## src/rtl/dg_pkg.sv

```systemverilog
// Shared types and widths for the data-generator blocks: pattern modes,
// data widths and the sequencer state encoding.
package dg_pkg;

  localparam int PATTERN_DATA_WIDTH = 32;
  localparam int C_AXI_DATA_WIDTH   = 64;

  typedef enum logic [2:0] {
    PAT_FIXED   = 3'd0,
    PAT_INCR    = 3'd1,
    PAT_WALK1   = 3'd2,
    PAT_WALK0   = 3'd3,
    PAT_LFSR    = 3'd4,
    PAT_CHECKER = 3'd5
  } pattern_t;

  typedef enum logic [2:0] {
    ST_IDLE  = 3'd0,
    ST_INIT  = 3'd1,
    ST_RUN   = 3'd2,
    ST_DRAIN = 3'd3,
    ST_DONE  = 3'd4
  } dg_seq_state_t;

endpackage

```

## src/rtl/dg_sat_cnt.sv

```systemverilog
// W-bit counter with synchronous clear and saturating increment.
// Clear wins over increment so a new run always starts from zero.
module dg_sat_cnt #(
  parameter int W = 16
) (
  input  logic         clk,
  input  logic         rst_n,
  input  logic         clr,
  input  logic         inc,
  output logic [W-1:0] count
);

  always_ff @(posedge clk or negedge rst_n) begin
    if (!rst_n) begin
      count <= '0;
    end else if (clr) begin
      count <= '0;
    end else if (inc && (count != '1)) begin
      count <= count + 1'b1;
    end
  end

endmodule

```

## src/rtl/dg_seq_ctrl.sv

```systemverilog
// Run sequencer for the pattern generator/checker pair: INIT strobe, N data_en
// cycles, drain window, done pulse. DG_SEQ_CTRL_ERR_STOP_EN makes a RUN mismatch abort.
module dg_seq_ctrl
  import dg_pkg::*;
#(
  parameter int CNT_W        = 16,
  parameter int DRAIN_CYCLES = 2
) (
  input  logic                          clk,
  input  logic                          rst_n,
  input  logic                          cmd_valid,
  output logic                          cmd_ready,
  input  pattern_t                      cmd_mode,
  input  logic [PATTERN_DATA_WIDTH-1:0] cmd_word,
  input  logic [CNT_W-1:0]              cmd_num_words,
  input  logic                          abort,
  output logic                          pattern_init,
  output pattern_t                      pattern_mode,
  output logic [PATTERN_DATA_WIDTH-1:0] pattern_word,
  output logic                          data_en,
  output logic                          wrd_cntr_rst,
  input  logic                          msmatch_err,
  output logic                          busy,
  output logic                          done,
  output logic                          aborted,
  output logic [CNT_W-1:0]              words_sent,
  output logic [CNT_W-1:0]              err_cnt
);

  localparam int DRN_W = (DRAIN_CYCLES > 1) ? $clog2(DRAIN_CYCLES) : 1;
  localparam logic [DRN_W-1:0] DRN_LAST = DRN_W'(DRAIN_CYCLES - 1);

  dg_seq_state_t    state_reg;
  logic [CNT_W-1:0] num_words_reg;
  logic [DRN_W-1:0] drain_cnt_reg;

  logic accept;
  logic run_stop;
  logic err_inc;

  assign accept = cmd_valid && cmd_ready;

`ifdef DG_SEQ_CTRL_ERR_STOP_EN
  assign run_stop = abort || msmatch_err;
`else
  assign run_stop = abort;
`endif

  // Mismatches only count while a run is live; IDLE/DONE noise is ignored.
  assign err_inc = msmatch_err &&
                   ((state_reg == ST_INIT) || (state_reg == ST_RUN) || (state_reg == ST_DRAIN));

  dg_sat_cnt #(.W(CNT_W)) u_err_cnt (
    .clk   (clk),
    .rst_n (rst_n),
    .clr   (accept),
    .inc   (err_inc),
    .count (err_cnt)
  );

  always_ff @(posedge clk or negedge rst_n) begin
    if (!rst_n) begin
      state_reg     <= ST_IDLE;
      num_words_reg <= '0;
      drain_cnt_reg <= '0;
      cmd_ready     <= 1'b1;
      pattern_init  <= 1'b0;
      pattern_mode  <= PAT_FIXED;
      pattern_word  <= '0;
      data_en       <= 1'b0;
      wrd_cntr_rst  <= 1'b0;
      busy          <= 1'b0;
      done          <= 1'b0;
      aborted       <= 1'b0;
      words_sent    <= '0;
    end else begin
      pattern_init <= 1'b0;
      wrd_cntr_rst <= 1'b0;
      done         <= 1'b0;
      case (state_reg)
        ST_IDLE: begin
          if (accept) begin
            pattern_mode  <= cmd_mode;
            pattern_word  <= cmd_word;
            num_words_reg <= cmd_num_words;
            words_sent    <= '0;
            aborted       <= 1'b0;
            cmd_ready     <= 1'b0;
            busy          <= 1'b1;
            if (cmd_num_words == '0) begin
              state_reg <= ST_DONE;
              done      <= 1'b1;
            end else begin
              state_reg    <= ST_INIT;
              pattern_init <= 1'b1;
              wrd_cntr_rst <= 1'b1;
            end
          end
        end
        ST_INIT: begin
          if (abort) begin
            state_reg     <= ST_DRAIN;
            drain_cnt_reg <= DRN_LAST;
            aborted       <= 1'b1;
          end else begin
            state_reg  <= ST_RUN;
            data_en    <= 1'b1;
            words_sent <= CNT_W'(1);
          end
        end
        ST_RUN: begin
          // words_sent already counts the cycle in flight, so equality marks the last one
          // and takes priority over a coinciding stop request.
          if (words_sent == num_words_reg) begin
            state_reg     <= ST_DRAIN;
            drain_cnt_reg <= DRN_LAST;
            data_en       <= 1'b0;
          end else if (run_stop) begin
            state_reg     <= ST_DRAIN;
            drain_cnt_reg <= DRN_LAST;
            data_en       <= 1'b0;
            aborted       <= 1'b1;
          end else begin
            words_sent <= words_sent + 1'b1;
          end
        end
        ST_DRAIN: begin
          if (drain_cnt_reg == '0) begin
            state_reg <= ST_DONE;
            done      <= 1'b1;
          end else begin
            drain_cnt_reg <= drain_cnt_reg - 1'b1;
          end
        end
        ST_DONE: begin
          state_reg <= ST_IDLE;
          busy      <= 1'b0;
          cmd_ready <= 1'b1;
        end
        default: begin
          state_reg <= ST_IDLE;
          data_en   <= 1'b0;
          busy      <= 1'b0;
          cmd_ready <= 1'b1;
        end
      endcase
    end
  end

endmodule

```

## config.mk

```make
export PLATFORM = sky130hd
export DESIGN_NAME = dg_seq_ctrl
export DESIGN_NICKNAME = d
export VERILOG_FILES = /design/src/rtl/dg_pkg.sv /design/src/rtl/dg_sat_cnt.sv /design/src/rtl/dg_seq_ctrl.sv
export SDC_FILE = /design/constraint.sdc
export NUM_CORES = 1
export LEC_CHECK = 0
export ABC_AREA = 1
export ABC_CLOCK_PERIOD_IN_PS = 1800
export CORE_UTILIZATION = 40
export CTS_CLUSTER_DIAMETER = 30
export DETAILED_ROUTE_END_ITERATION = 12
export GPL_TIMING_DRIVEN = 0
export PLACE_DENSITY = 0.7
export RECOVER_POWER = 50
export SKIP_CTS_REPAIR_TIMING = 1
export SLEW_MARGIN = 20
export SYNTH_ARGS = -nofsm -noshare
export SYNTH_HDL_FRONTEND = slang
export SYNTH_SLANG_ARGS = --single-unit
```

## constraint.sdc

```tcl
create_clock -name clk -period 1.8 [get_ports clk]
set_clock_uncertainty 0.1 [all_clocks]
set_input_delay 0.45 -clock clk [delete_from_list [all_inputs] [get_ports clk]]
set_output_delay 0.45 -clock clk [all_outputs]
set_load 0.02 [all_outputs]
```

==> results by group <==
Yosys
  • Synth cell types: 37
  • Synth Instances: 593
  • Largest cells by area after synthesis: dfrtp_1, nand2_1, mux2_1, inv_1, nor2_1
  • Ys Warns: 0
  • Syn nets: 651
  • Largest area contributor in the netlist: dfrtp_1
  • Register area share after synthesis: 48.3%
  • Post-Synthesis Cell Area: 4820 sq um
  • Yosys top cell area share: 47.7%
  • Mean post-synth cell area: 8.13 sq um
  • Seq cells post-synth: 93

STA
  • Worst Tran Pin Value: 716 ps
  • Final Slew Violations: 0
  • Final-report setup violation count: 0
  • Worst rel slew slack: 52.2%
  • Tmin final: 1740 ps
  • Final Cycle Share: 96.9%
  • Final Hold Viols: 0
  • Unrepaired setup endpoints after global routing: true
  • Fmax: 574 MHz

Cells and area
  • Area growth, synth to finish: 42.8%
  • Final nets: 815
  • # fillers: 1049
  • Commonest non-fill, non-tap cell in the layout: nand2_1
  • Final core occ: 59.6%
  • Largest Register: pattern_word
  • Finished Cell Area: 6890 sq um
  • Max reg flops: 32
  • Commonest non-fill, non-tap cells in the layout: nand2_1, dfrtp_1, inv_1
  • Share of cells above drive strength 1: 14.3%
  • Diodes inserted: 0

Detailed routing
  • Total Routed Length: 13.0 mm
  • Top sig layer: met4
  • Met2 wire len: 6.46 mm
  • Remaining antenna violation count: 0
  • DRC: 4
  • Total number of vias: 4582
  • WL met1: 5.31 mm
  • Vias/cell: 5.06
  • WL met3: 905 um
  • TritonRoute pass-1 iters: 9
  • WL per Instance: 14.3 um
  • Initial DRC Count: 312

Die
  • Initial core utilization: 41.7%
  • Core ar.: 11600 sq um
  • Die H: 112 um
  • Site row count: 39
  • DIE AREA: 12500 sq um
  • Die width: 112 um
  • Boundary Pins: 130

Worst hold path
  • Hold WC Path Type: reg2reg
  • WHS Path Cells: 2
  • Worst Hold Path EP: data_en
  • Hold Path Origin: data_en

GRT
  • Largest net degree at the start of global routing: 68
  • GR Overflow Total: 0
  • Initial antenna violation count: 0
  • Vias in the first global route: 4473
  • First-pass GRT wire length: 21.6 mm
  • Total track usage: 21.9%

Place
  • Post-DP HPWL: 9.51 mm
  • Buffers on Ports: 129
  • Placed Area: 6320 sq um
  • Routability-driven placement congestion ratio: 0.891

Worst setup path
  • R2R depth: 5
  • Worst path arrival time: 1870 ps
  • CP Class: reg2reg
  • Crit path required time: 1930 ps
  • R2R Setup Slk: 60 ps
  • Capture point of the worst reg-to-reg path: pattern_mode[1]
  • Reg2reg start: state_reg[1]
  • Crit path max fanout: 10
  • Crit end category: register
  • Critical Path Start Type: register

Run status
  • Failing checks: design-rule violations
  • Status: finished, violations left

Clock network
  • H-tree Lvls: 3
  • CTS tree: built
  • Clock slew at reported path FFs: 60 ps
  • Clock sink count: 93
  • Clock buffer depth: 2
  • Num CTS Buffers: 9
  • Worst-Skew Late Latency: 350 ps
  • Root buffer cell: clkbuf_16

Power and ir drop
  • Peak VDD IR: 0.843 mV
  • Power per cell area: 1390 nW/um^2
  • Static leakage: 3.79 nW

Flow run
  • Max-cap viol count: 0
## metal layers
metal,vias up,track usage [%]
met5,-,0
li1,2240,-
met1,2187,26.0
met3,20,6.91
met2,135,36.6
met4,0,9.46
## logic make-up after synthesis
group,Yosys count,share of synthesized area [%]
xor+xnor,8,1.45
simple gates,314,28.5
buf+inv,91,7.50
flops,93,48.3
mux,35,8.17
fa+ha+maj,2,0.519
compound gates,50,5.55
## synthesized netlist by cell type, drive strengths merged
master / number
xnor2: 2
o22ai: 2
nand4: 30
dfstp: 1
clkinv: 1
or2: 1
o31ai: 1
inv: 76
mux2: 35
nand3b: 1
ha: 2
o21ai: 34
o21a: 1
nand2: 181
nor3: 5
a21oi: 10
nor2: 67
xor2: 6
buf: 11
nor3b: 1
dfrtp: 92
a22oi: 1
nand3: 28
o21bai: 1
clkbuf: 3
## metrics by stage
stage	hold slack, ps	TNS [ps]	worst slack (ps)	total power [mW]	std cells
after floorplan	54.4	0	20.0	5.77	593
final	364	0	56.6	9.57	905
after global routing	406	-289	-52.6	10.2	905
after detailed placement	234	-38280	-664	7.57	866
after global placement	367	-330780	-3210	7.44	865
after CTS	-140	-24450	-300	9.58	882
## power breakdown
part	internal (mW)	total [mW]	switching, mW	leakage [nW]
Clock	1.15	1.97	0.820	0.148
Sequential	2.82	3.32	0.493	1.16
Combinational	1.73	4.28	2.55	2.48
Total	5.71	9.57	3.86	3.79
## critical path: stages (launching register included)
cell and delay (ps):
dfrtp_2 440, or2_4 260, nor2_4 200, nand2_4 130, buf_6 170, mux2_1 320
## layout make-up
| class | instances | area, sq um | area share, % |
|---|---|---|---|
| buffer | 14 | 104 | 1.51 |
| clock buffer | 11 | 253 | 3.67 |
| clock inverter | 5 | 58.8 | 0.854 |
| inverter | 77 | 295 | 4.29 |
| multi-input combinational | 409 | 2220 | 32.3 |
| sequential | 93 | 2350 | 34.1 |
| tap | 143 | 179 | 2.60 |
| timing repair buffer | 153 | 1430 | 20.7 |
## worst max path at each step
stage                               to  slack [ps]  cells after the start                from
floorplan           u_err_cnt.count[6]          20                      9  u_err_cnt.count[0]
finish                 pattern_mode[1]          60                      5        state_reg[1]
global placement      pattern_word[21]       -3210                      1               rst_n
detailed placement     pattern_mode[1]        -660                      6           cmd_valid
CTS                      words_sent[0]        -300                      1       words_sent[0]
global route                      done         -50                      6           cmd_valid
(Power assumes the default switching activity.)
